==> src/rtl/wb_interconnect_pkg.sv <==
// Shared types and constants for the Wishbone B4 interconnect.
package wb_interconnect_pkg;

    localparam int unsigned WB_AW = 32;
    localparam int unsigned WB_DW = 32;
    localparam logic [WB_DW-1:0] WB_DEFAULT_DATA = 32'hDEADBEEF;

    typedef enum logic [1:0] {
        IDLE,
        ACTIVE,
        DECERR,
        TOERR
    } state_t;

    // Width of a slave index; a single-slave map still needs one bit.
    function automatic int unsigned sel_width(input int unsigned n);
        return (n > 32'd1) ? 32'($clog2(n)) : 32'd1;
    endfunction

endpackage

==> src/rtl/wb_interconnect_if.sv <==
// Wishbone B4 master-side bundle between the CPU and the interconnect.
interface wb_interconnect_if;
    import wb_interconnect_pkg::*;

    logic [WB_AW-1:0] adr;
    logic [WB_DW-1:0] dat_o;
    logic [WB_DW-1:0] dat_i;
    logic             we;
    logic             cyc;
    logic             stb;
    logic             ack;

    modport master (output adr, dat_o, we, cyc, stb, input  dat_i, ack);
    modport slave  (input  adr, dat_o, we, cyc, stb, output dat_i, ack);

endinterface

==> src/rtl/wb_addr_decoder.sv <==
// Priority base/mask address match; the lowest matching slave index wins.
module wb_addr_decoder
    import wb_interconnect_pkg::*;
#(
    parameter int unsigned               NSLAVES    = 4,
    parameter logic [NSLAVES*WB_AW-1:0]  SLAVE_BASE = '0,
    parameter logic [NSLAVES*WB_AW-1:0]  SLAVE_MASK = '0,
    parameter int unsigned               SEL_W      = sel_width(NSLAVES)
) (
    input  logic [WB_AW-1:0] adr,
    output logic             hit,
    output logic [SEL_W-1:0] idx
);

    // Scan from the top so the lowest index is written last.
    always_comb begin
        hit = 1'b0;
        idx = '0;
        for (int i = int'(NSLAVES) - 1; i >= 0; i--) begin
            if ((adr & SLAVE_MASK[i*WB_AW +: WB_AW]) == SLAVE_BASE[i*WB_AW +: WB_AW]) begin
                hit = 1'b1;
                idx = SEL_W'(i);
            end
        end
    end

endmodule

==> src/rtl/wb_interconnect.sv <==
// Wishbone B4 interconnect: one CPU master to NSLAVES slaves via a base/mask map.
// Optional slave watchdog enabled by defining WB_INTERCONNECT_WATCHDOG_EN.
module wb_interconnect
    import wb_interconnect_pkg::*;
#(
    parameter int unsigned              NSLAVES        = 4,
    parameter logic [NSLAVES*WB_AW-1:0] SLAVE_BASE     = '0,
    parameter logic [NSLAVES*WB_AW-1:0] SLAVE_MASK     = '0,
    parameter logic [WB_DW-1:0]         DEFAULT_DATA   = WB_DEFAULT_DATA,
    parameter int unsigned              TIMEOUT_CYCLES = 255
) (
    input  logic                       clk,
    input  logic                       rst,
    wb_interconnect_if.slave           cpu,
    output logic [WB_AW-1:0]           s_adr,
    output logic [WB_DW-1:0]           s_dat_o,
    output logic                       s_we,
    output logic [NSLAVES-1:0]         s_cyc,
    output logic [NSLAVES-1:0]         s_stb,
    input  logic [NSLAVES*WB_DW-1:0]   s_dat_i,
    input  logic [NSLAVES-1:0]         s_ack,
    output logic                       bus_err,
    output logic [WB_AW-1:0]           err_addr
);

    localparam int unsigned SEL_W = sel_width(NSLAVES);

    if (NSLAVES == 0 || NSLAVES > 16 || TIMEOUT_CYCLES == 0 || TIMEOUT_CYCLES > 65535) begin : g_bad_cfg
        $error("wb_interconnect: parameter out of range");
    end

    state_t           state;
    state_t           state_nxt;
    logic [SEL_W-1:0] sel;
    logic [SEL_W-1:0] dec_idx;
    logic             dec_hit;
    logic             req;
    logic             slave_ack;
    logic             wd_expired;
    logic [WB_DW-1:0] slv_dat [NSLAVES];

    assign s_adr   = cpu.adr;
    assign s_dat_o = cpu.dat_o;
    assign s_we    = cpu.we;
    assign req     = cpu.cyc & cpu.stb;

    for (genvar i = 0; i < NSLAVES; i++) begin : g_unpack
        assign slv_dat[i] = s_dat_i[i*WB_DW +: WB_DW];
    end

    wb_addr_decoder #(
        .NSLAVES    (NSLAVES),
        .SLAVE_BASE (SLAVE_BASE),
        .SLAVE_MASK (SLAVE_MASK),
        .SEL_W      (SEL_W)
    ) u_dec (
        .adr (cpu.adr),
        .hit (dec_hit),
        .idx (dec_idx)
    );

    // A slave ACK only counts while the CPU still owns the cycle; late ACKs after an abort are dropped.
    assign slave_ack = cpu.cyc & s_ack[sel];

`ifdef WB_INTERCONNECT_WATCHDOG_EN
    logic [15:0] wd_cnt;

    always_ff @(posedge clk) begin
        if (!rst) begin
            wd_cnt <= '0;
        end else if (state != ACTIVE) begin
            wd_cnt <= '0;
        end else if (!slave_ack) begin
            wd_cnt <= wd_cnt + 16'd1;
        end
    end

    assign wd_expired = (wd_cnt == 16'(TIMEOUT_CYCLES - 1));
`else
    assign wd_expired = 1'b0;
`endif

    always_ff @(posedge clk) begin
        if (!rst) begin
            state    <= IDLE;
            sel      <= '0;
            err_addr <= '0;
        end else begin
            state <= state_nxt;
            if (state == IDLE && req && dec_hit) begin
                sel <= dec_idx;
            end
            // Capture on entry so err_addr is valid alongside the bus_err pulse.
            if (state_nxt == DECERR || state_nxt == TOERR) begin
                err_addr <= cpu.adr;
            end
        end
    end

    always_comb begin
        state_nxt = state;
        cpu.ack   = 1'b0;
        cpu.dat_i = '0;
        s_cyc     = '0;
        s_stb     = '0;
        bus_err   = 1'b0;
        case (state)
            IDLE: begin
                if (req) begin
                    state_nxt = dec_hit ? ACTIVE : DECERR;
                end
            end
            ACTIVE: begin
                s_cyc[sel] = cpu.cyc;
                s_stb[sel] = cpu.stb;
                cpu.ack    = slave_ack;
                cpu.dat_i  = slv_dat[sel];
                if (!cpu.cyc || slave_ack) begin
                    state_nxt = IDLE;
                end else if (wd_expired) begin
                    state_nxt = TOERR;
                end
            end
            DECERR, TOERR: begin
                cpu.ack   = 1'b1;
                cpu.dat_i = DEFAULT_DATA;
                bus_err   = 1'b1;
                state_nxt = IDLE;
            end
            default: state_nxt = IDLE;
        endcase
    end

endmodule

==> src/flat_wrapper.sv <==
// flat-port wrapper written by rule: the top's interface ports become plain ports
module wb_interconnect_flat import wb_interconnect_pkg::*;
#(
    parameter int unsigned              NSLAVES        = 4,
    parameter logic [NSLAVES*WB_AW-1:0] SLAVE_BASE     = '0,
    parameter logic [NSLAVES*WB_AW-1:0] SLAVE_MASK     = '0,
    parameter logic [WB_DW-1:0]         DEFAULT_DATA   = WB_DEFAULT_DATA,
    parameter int unsigned              TIMEOUT_CYCLES = 255
)
  (clk, rst, s_adr, s_dat_o, s_we, s_cyc, s_stb, s_dat_i, s_ack, bus_err, err_addr, cpu_adr, cpu_dat_o, cpu_we, cpu_cyc, cpu_stb, cpu_dat_i, cpu_ack);
  wb_interconnect_if cpu_i ();
  input  logic clk;
  input  logic rst;
  output logic [WB_AW-1:0] s_adr;
  output logic [WB_DW-1:0] s_dat_o;
  output logic s_we;
  output logic [NSLAVES-1:0] s_cyc;
  output logic [NSLAVES-1:0] s_stb;
  input  logic [NSLAVES*WB_DW-1:0] s_dat_i;
  input  logic [NSLAVES-1:0] s_ack;
  output logic bus_err;
  output logic [WB_AW-1:0] err_addr;
  input wire logic [$bits(cpu_i.adr)-1:0] cpu_adr;
  input wire logic [$bits(cpu_i.dat_o)-1:0] cpu_dat_o;
  input wire logic [$bits(cpu_i.we)-1:0] cpu_we;
  input wire logic [$bits(cpu_i.cyc)-1:0] cpu_cyc;
  input wire logic [$bits(cpu_i.stb)-1:0] cpu_stb;
  output wire logic [$bits(cpu_i.dat_i)-1:0] cpu_dat_i;
  output wire logic [$bits(cpu_i.ack)-1:0] cpu_ack;
  assign cpu_i.adr = cpu_adr;
  assign cpu_i.dat_o = cpu_dat_o;
  assign cpu_i.we = cpu_we;
  assign cpu_i.cyc = cpu_cyc;
  assign cpu_i.stb = cpu_stb;
  assign cpu_dat_i = cpu_i.dat_i;
  assign cpu_ack = cpu_i.ack;
  wb_interconnect #(.NSLAVES(NSLAVES), .SLAVE_BASE(SLAVE_BASE), .SLAVE_MASK(SLAVE_MASK), .DEFAULT_DATA(DEFAULT_DATA), .TIMEOUT_CYCLES(TIMEOUT_CYCLES)) u_core (.clk(clk), .rst(rst), .cpu(cpu_i), .s_adr(s_adr), .s_dat_o(s_dat_o), .s_we(s_we), .s_cyc(s_cyc), .s_stb(s_stb), .s_dat_i(s_dat_i), .s_ack(s_ack), .bus_err(bus_err), .err_addr(err_addr));
endmodule
==> config.mk <==
export PLATFORM = sky130hd
export DESIGN_NAME = wb_interconnect_flat
export DESIGN_NICKNAME = d
export VERILOG_FILES = /design/src/rtl/wb_interconnect_pkg.sv /design/src/rtl/wb_interconnect_if.sv /design/src/rtl/wb_addr_decoder.sv /design/src/rtl/wb_interconnect.sv /design/src/flat_wrapper.sv
export SDC_FILE = /design/constraint.sdc
export NUM_CORES = 1
export LEC_CHECK = 0
export CORE_AREA = 2 2 131 133
export CTS_CLUSTER_DIAMETER = 80
export CTS_CLUSTER_SIZE = 8
export DETAILED_ROUTE_END_ITERATION = 8
export DIE_AREA = 0 0 133 135
export SYNTH_ARGS = -nofsm -noshare
export SYNTH_HDL_FRONTEND = slang
export SYNTH_HIERARCHICAL = 1
export SYNTH_SLANG_ARGS = --single-unit
export TNS_END_PERCENT = 30
==> constraint.sdc <==
create_clock -name clk -period 2.1 [get_ports clk]
set_input_delay 0.42 -clock clk [delete_from_list [all_inputs] [get_ports clk]]
set_output_delay 0.42 -clock clk [all_outputs]
set_load 0.02 [all_outputs]
==> flow_metrics.py, run 1 <==
metrics = {
    "run_status": {
        "status": "finished with violations",
        "violations": "negative setup slack",
    },
    "power": {
        "seq_power_share": 0.305,
        "p_leak_nw": 2.23,
        "internal_power_mw": 1.74,
        "sw_frac_of_total": 0.260,
        "power_density_nw_per_um2": 407,
        "ir_drop_v": 0.000351,
        "combPwrFrac": 0.370,
        "p_switching_mw": 0.613,
        "clkPwrFrac": 0.325,
    },
    "critical_path": {
        "cp.required_ns": 1.68,
        "crit_family": "multiplexers",
        "cp_common_cell": "buf_6",
        "worstPathMaxFanout": 5,
        "path_buf_inv": 4,
        "path_class": "reg -> out",
        "crit_path_end_kind": "output pin",
        "crit_path_start_kind": "flop",
        "worst_path_max_delay_cell": "mux4_2",
        "crit_arrival_ns": 1.81,
        "slowest_delay_ns": 0.50,
        "crit_chain": "buf_12 -> buf_6 -> buf_16 -> mux4_2 -> a21o_1 -> buf_6",
    },
    "final_layout": {
        "layout_commonest_cell": "clkdlybuf4s50_1",
        "final_cell_mix": "232 x clkdlybuf4s50_1, 35 x o21ai_0, 34 x nand3_1, 34 x a21oi_1, 34 x dfxtp_1",
        "fin_nets": 734,
        "drive_gt1_frac": 0.193,
        "area_growth_pct": 90.1,
        "diodes": 0,
    },
    "logic_synthesis": {
        "yosys-top-cells-area": "dfxtp_1 24%, mux4_2 24%, buf_4 17%",
        "synth_top_area_cell": "dfxtp_1",
        "yosysTopAreaCellShare": 0.237,
        "yosys.cell_types.count": 25,
        "synth-seq-cells": 36,
        "yosys_warnings": 6,
        "seq_area_frac_synth": 0.237,
        "syn_area_um2": 3040,
        "netlist_instances": 330,
        "syn_avg_cell_area_um2": 9.22,
    },
    "timing": {
        "clock_skew_ns": 0.000128,
        "tightest_slew_ns": 0.765,
        "setup_viol": 33,
        "max_freq_mhz": 447,
        "slew-limit-headroom": 0.490,
        "fin_crit_sh": 1.06,
        "layout_min_cycle_time_ns": 2.23,
        "hold_viol": 0,
        "grt_setup_unrepaired": "yes",
        "slew_violations": 0,
        "hold_slack_ns": 0.471,
        "tns_ns": -2.61,
        "finalWorstSetupSlack_ns": -0.135,
    },
    "global_routing": {
        "overflow": 0,
        "track_usage": 0.141,
        "grt_pass1_wl_mm": 20.1,
        "grt_pass1_vias": 3618,
        "grt_max_degree": 38,
        "antenna_found_initial": 0,
    },
    "clocking": {
        "h-tree-depth": 2,
        "cts_buffer_depth": 2,
        "clkSinkCount": 36,
        "cts.hold.buffers_added": 0,
        "cts_root_buf": "clkbuf_16",
        "clk_pin_slew_ns": 0.05,
        "clock_latency_ns": 0.27,
        "numCtsBuffers": 5,
        "cts_tree": "built",
    },
    "job": {
        "drv_cap": 0,
    },
    "placement": {
        "place_congestion": 0.836,
        "hpwlAfterDp_mm": 10.2,
        "dp_worst_setup_slack_ns": -0.520,
        "port_buffers": 273,
    },
    "die": {
        "die-area_um2": 18000,
        "boundaryPins": 340,
        "initial_core_util": 0.185,
        "die_h_um": 135,
        "rows": 47,
        "coreArea_um2": 16400,
        "die_w_um": 133,
    },
    "drt": {
        "ant_nets": 0,
        "drt_iter0_markers": 88,
        "drt_pass1_iterations": 4,
        "drt-vias-per-instance": 4.43,
        "dr_total_vias": 3339,
        "wl_per_cell_um": 17.3,
        "routed_wirelength_mm": 13.1,
        "drc": 0,
    },
    "worst_hold_path": {
        "hold_class": "reg -> reg",
    },
}
[timing repair]
action,in CTS,in global routing
resized for setup,176,20
pin swaps,11,3
hold endpoints to repair,0,0
endpoints found under the setup margin,41,34
buffers inserted,7,1
gates cloned,3,0
[registers in the layout, summed over array words and instances, names as in the netlist, named ones only]
| signal | flops |
|---|---|
| u_core/state | 1 |
| u_core/err_addr | 32 |
| u_core/sel | 2 |
[layout make-up]
type	count	area (um2)
Fill cell	1641	10600
Tap cell	220	275
Sequential cell	36	726
Timing Repair Buffer	296	2990
Inverter	3	11.3
Multi-Input combinational cell	191	1630
Clock buffer	7	153
[routing by layer]
layer / vias to the layer above / global-route usage / wire [um]
met4: 0 / 0.0311 / 167
met1: 1575 / 0.159 / 4900
met3: 15 / 0.0511 / 1290
li1: 1535 / - / -
met2: 214 / 0.257 / 6700
met5: - / 0 / 0
[worst min-delay path, stage by stage (launching register included)]
cell,delay (ns)
dfxtp_1,0.30
o21ai_0,0.06
a21oi_1,0.06
[logic make-up after synthesis]
| group | Yosys count | synth area share |
|---|---|---|
| AO/OA/AOI/OAI | 94 | 0.176 |
| buffers and inverters | 104 | 0.229 |
| flip-flops | 36 | 0.237 |
| multiplexers | 33 | 0.246 |
| other | 2 | 0.00247 |
| AND/OR/NAND/NOR | 61 | 0.110 |
[power groups by stage]
stage               Combinational (mW)  Clock (mW)  Sequential [mW]
floorplan                        0.436           0            0.755
global placement                 0.827           0            0.734
detailed placement               0.835           0            0.735
CTS                              0.862       0.795            0.719
global route                     0.926       0.819            0.722
finish                           0.871       0.765            0.718
[Yosys cell counts]
cell type and n:
o21ai_0 35, nor2_1 4, nand2_1 2, and4bb_2 1, buf_6 1, dfxtp_1 36
and4b_1 1, inv_1 1, clkinv_1 2, nand3_1 34, a31o_2 1, conb_1 2
nor3_1 5, mux4_1 1, buf_2 9, a21o_1 24, buf_12 2, mux4_2 32
nand2b_1 3, nor2b_1 8, clkbuf_1 21, nand3b_1 2, nand4bb_1 1, buf_4 68
a21oi_1 34
[stage by stage]
step / util / power (mW) / instance area (um2) / instances
after floorplan: - / 1.19 / 3050 / 331
after global placement: 0.335 / 1.56 / 5490 / 736
after detailed placement: 0.335 / 1.57 / 5490 / 736
after CTS: 0.351 / 2.38 / 5760 / 753
after global routing: 0.352 / 2.47 / 5780 / 753
final: 0.352 / 2.36 / 5780 / 753
[final timing paths]
| path | start | endpoint | slack [ns] | cells after the start |
|---|---|---|---|---|
| worst max-delay path | u_core/sel[0]$_SDFFE_PN0P_ | cpu_dat_i[0] | -0.13 | 6 |
| worst max register to register | u_core/sel[0]$_SDFFE_PN0P_ | flop | 0.69 | 4 |
| worst min register to register | u_core/err_addr[7]$_SDFFE_PN0P_ | u_core/err_addr[7]$_SDFFE_PN0P_ | 0.47 | 2 |
| worst min-delay path | u_core/err_addr[7]$_SDFFE_PN0P_ | u_core/err_addr[7]$_SDFFE_PN0P_ | 0.47 | 2 |
Note: power is estimated with default switching activity, not from simulation.
==> run 2, diff against run 1 <==
--- a/config.mk
+++ b/config.mk
@@ -10,6 +10,7 @@
 export CTS_CLUSTER_SIZE = 8
 export DETAILED_ROUTE_END_ITERATION = 8
 export DIE_AREA = 0 0 133 135
+export PLACE_DENSITY = 0.65
 export SYNTH_ARGS = -nofsm -noshare
 export SYNTH_HDL_FRONTEND = slang
 export SYNTH_HIERARCHICAL = 1
==> run 2 against run 1 <==
Compared with the run above:
- clock power fell by 3.8%
- utilization rose by 0.44 points
- global-route usage rose by 0.64 points
- first-iteration DRC count rose by 65%
- register-to-register slack got worse by 0.28 ns
- worst hold slack barely moved
- routed wire length rose by 9.0%
- sequential share of layout area fell by 0.16 points
- largest power group unchanged
- critical path type unchanged
- final cell count rose by 1.9%
- the run still ends with negative setup slack left
- setup slack got worse by 0.0027 ns
- die area did not move
- highest routed layer unchanged
- maximum frequency fell by 0.12%
==> flow_metrics.py, run 2 (synthesis results as in run 1) <==
metrics = {
    "job": {
        "drv_cap": 0,
    },
    "drt": {
        "drc": 0,
        "ant_nets": 0,
        "drt_iter0_markers": 145,
        "dr_total_vias": 3394,
        "wl_per_cell_um": 18.6,
        "drt_pass1_iterations": 4,
        "drt-vias-per-instance": 4.43,
        "routed_wirelength_mm": 14.2,
    },
    "timing": {
        "clock_skew_ns": 0.00126,
        "slew-limit-headroom": 0.532,
        "setup_viol": 34,
        "layout_min_cycle_time_ns": 2.24,
        "finalWorstSetupSlack_ns": -0.138,
        "grt_setup_unrepaired": "yes",
        "tightest_slew_ns": 0.701,
        "fin_crit_sh": 1.07,
        "tns_ns": -2.54,
        "max_freq_mhz": 447,
        "slew_violations": 0,
        "hold_slack_ns": 0.472,
        "hold_viol": 0,
    },
    "clocking": {
        "cts.hold.buffers_added": 0,
        "cts_root_buf": "clkbuf_16",
        "numCtsBuffers": 5,
        "clkSinkCount": 36,
        "clock_latency_ns": 0.28,
        "cts_tree": "built",
        "clk_pin_slew_ns": 0.06,
        "cts_buffer_depth": 2,
        "h-tree-depth": 2,
    },
    "final_layout": {
        "fin_nets": 745,
        "drive_gt1_frac": 0.215,
        "layout_commonest_cell": "clkdlybuf4s50_1",
        "top_regs": "u_core/err_addr x32, u_core/sel x2, u_core/state x1",
        "largest_reg_flops": 32,
        "final_core_util": 0.357,
        "area_growth_pct": 92.5,
        "final_cell_mix": "231 x clkdlybuf4s50_1, 35 x o21ai_0, 34 x nand3_1, 34 x a21oi_1, 34 x dfxtp_1",
        "top_register": "u_core/err_addr",
    },
    "critical_path": {
        "slowest_delay_ns": 0.56,
        "cp.required_ns": 1.68,
        "path_class": "reg -> out",
        "worst_path_max_delay_cell": "mux4_2",
        "crit_family": "multiplexers",
        "crit_path_end_kind": "output pin",
        "crit_arrival_ns": 1.82,
        "path_buf_inv": 2,
        "worstPathMaxFanout": 6,
        "crit_path_start_kind": "flop",
        "crit_chain": "buf_16 -> mux4_2 -> a31o_4 -> buf_6",
    },
    "die": {
        "coreArea_um2": 16400,
        "boundaryPins": 340,
        "die_h_um": 135,
        "die_w_um": 133,
        "rows": 47,
        "die-area_um2": 18000,
        "initial_core_util": 0.185,
    },
    "placement": {
        "hpwlAfterDp_mm": 11.0,
        "port_buffers": 273,
        "place_congestion": 0.914,
    },
    "power": {
        "seq_power_share": 0.307,
        "p_leak_nw": 2.28,
        "ir_drop_v": 0.000305,
        "internal_power_mw": 1.69,
        "sw_frac_of_total": 0.277,
        "combPwrFrac": 0.378,
        "power_density_nw_per_um2": 400,
        "p_switching_mw": 0.649,
        "clkPwrFrac": 0.315,
    },
    "global_routing": {
        "antenna_found_initial": 2,
        "grt_max_degree": 38,
        "gr-usage-met1": 0.167,
        "grtUsageMet2": 0.262,
        "use_met3": 0.0544,
        "grt_pass1_wl_mm": 20.6,
        "track_usage": 0.148,
        "overflow": 0,
        "grt_pass1_vias": 3559,
        "top_usage_layer": "met2",
    },
    "run_status": {
        "violations": "negative setup slack",
        "status": "finished with violations",
    },
    "worst_hold_path": {
        "hold_class": "reg -> reg",
    },
}
[run 2: cell types whose count changed in the layout (fill, tap and decap cells not counted), moves of 2 or more]
| cell | delta |
|---|---|
| buf_4 | +14 |
| buf_12 | -2 |
| clkbuf_8 | -2 |
| clkdlybuf4s15_1 | -2 |
| clkdlybuf4s15_2 | +2 |
| clkinv_2 | +2 |
| diode_2 | +2 |
[run 2: layer usage]
| layer | vias up | part of all wire |
|---|---|---|
| met2 | 216 | 0.50 |
| met5 | - | 0 |
| met4 | 0 | 0.018 |
| met3 | 14 | 0.10 |
| met1 | 1602 | 0.38 |
| li1 | 1562 | - |
[run 2: timing repair]
item	CTS	global route
pin swaps	12	5
hold endpoints to repair	0	0
resized for setup	177	22
endpoints found under the setup margin	42	38
cloned	4	0
buffers inserted	4	12
[run 2: worst register-to-register path: cells and delay by family, from the launching register on]
family | cells | cell delay (ns)
and+or+nand+nor | 1 | 0.20
AOI/OAI and AO/OA | 1 | 0.13
buffers and inverters | 2 | 0.31
DFF | 1 | 0.44
muxes | 1 | 0.56
[run 2: per-stage QoR]
| stage | cells | cell area [um2] | setup slack [ns] | total power [mW] |
|---|---|---|---|---|
| 6_report | 767 | 5850 | -0.138 | 2.34 |
| 5_1_grt | 767 | 5850 | -0.196 | 2.44 |
| 4_1_cts | 754 | 5750 | -0.265 | 2.34 |
| 3_5_place_dp | 738 | 5520 | -0.418 | 1.57 |
| 3_3_place_gp | 738 | 5520 | -0.428 | 1.56 |
| 2_1_floorplan | 331 | 3050 | 0.259 | 1.19 |
[run 2: layout make-up]
type | instances | area, um2
well taps | 220 | 275
inverters | 3 | 11.3
diodes | 2 | 5.00
clock buffers | 5 | 125
fillers | 1622 | 10600
flip-flops and latches | 36 | 726
repair buffers | 307 | 3060
clock inverters | 3 | 18.8
multi-input cells | 191 | 1630
[run 2: final timing paths]
check                                         from                          endpoint  slack [ns]  cells past startpoint
setup / recovery        u_core/sel[0]$_SDFFE_PN0P_                           cpu_ack       -0.14                      4
hold / removal    u_core/err_addr[28]$_SDFFE_PN0P_  u_core/err_addr[28]$_SDFFE_PN0P_        0.47                      2
setup reg to reg        u_core/sel[0]$_SDFFE_PN0P_                              flop        0.41                      5
hold reg to reg   u_core/err_addr[28]$_SDFFE_PN0P_  u_core/err_addr[28]$_SDFFE_PN0P_        0.47                      2
[run 2: power groups by stage]
stage | clock network, mW | logic [mW] | registers, mW
2_1_floorplan | 0 | 0.436 | 0.755
3_3_place_gp | 0 | 0.833 | 0.731
3_5_place_dp | 0 | 0.841 | 0.732
4_1_cts | 0.759 | 0.863 | 0.720
5_1_grt | 0.781 | 0.934 | 0.721
6_report | 0.736 | 0.884 | 0.718
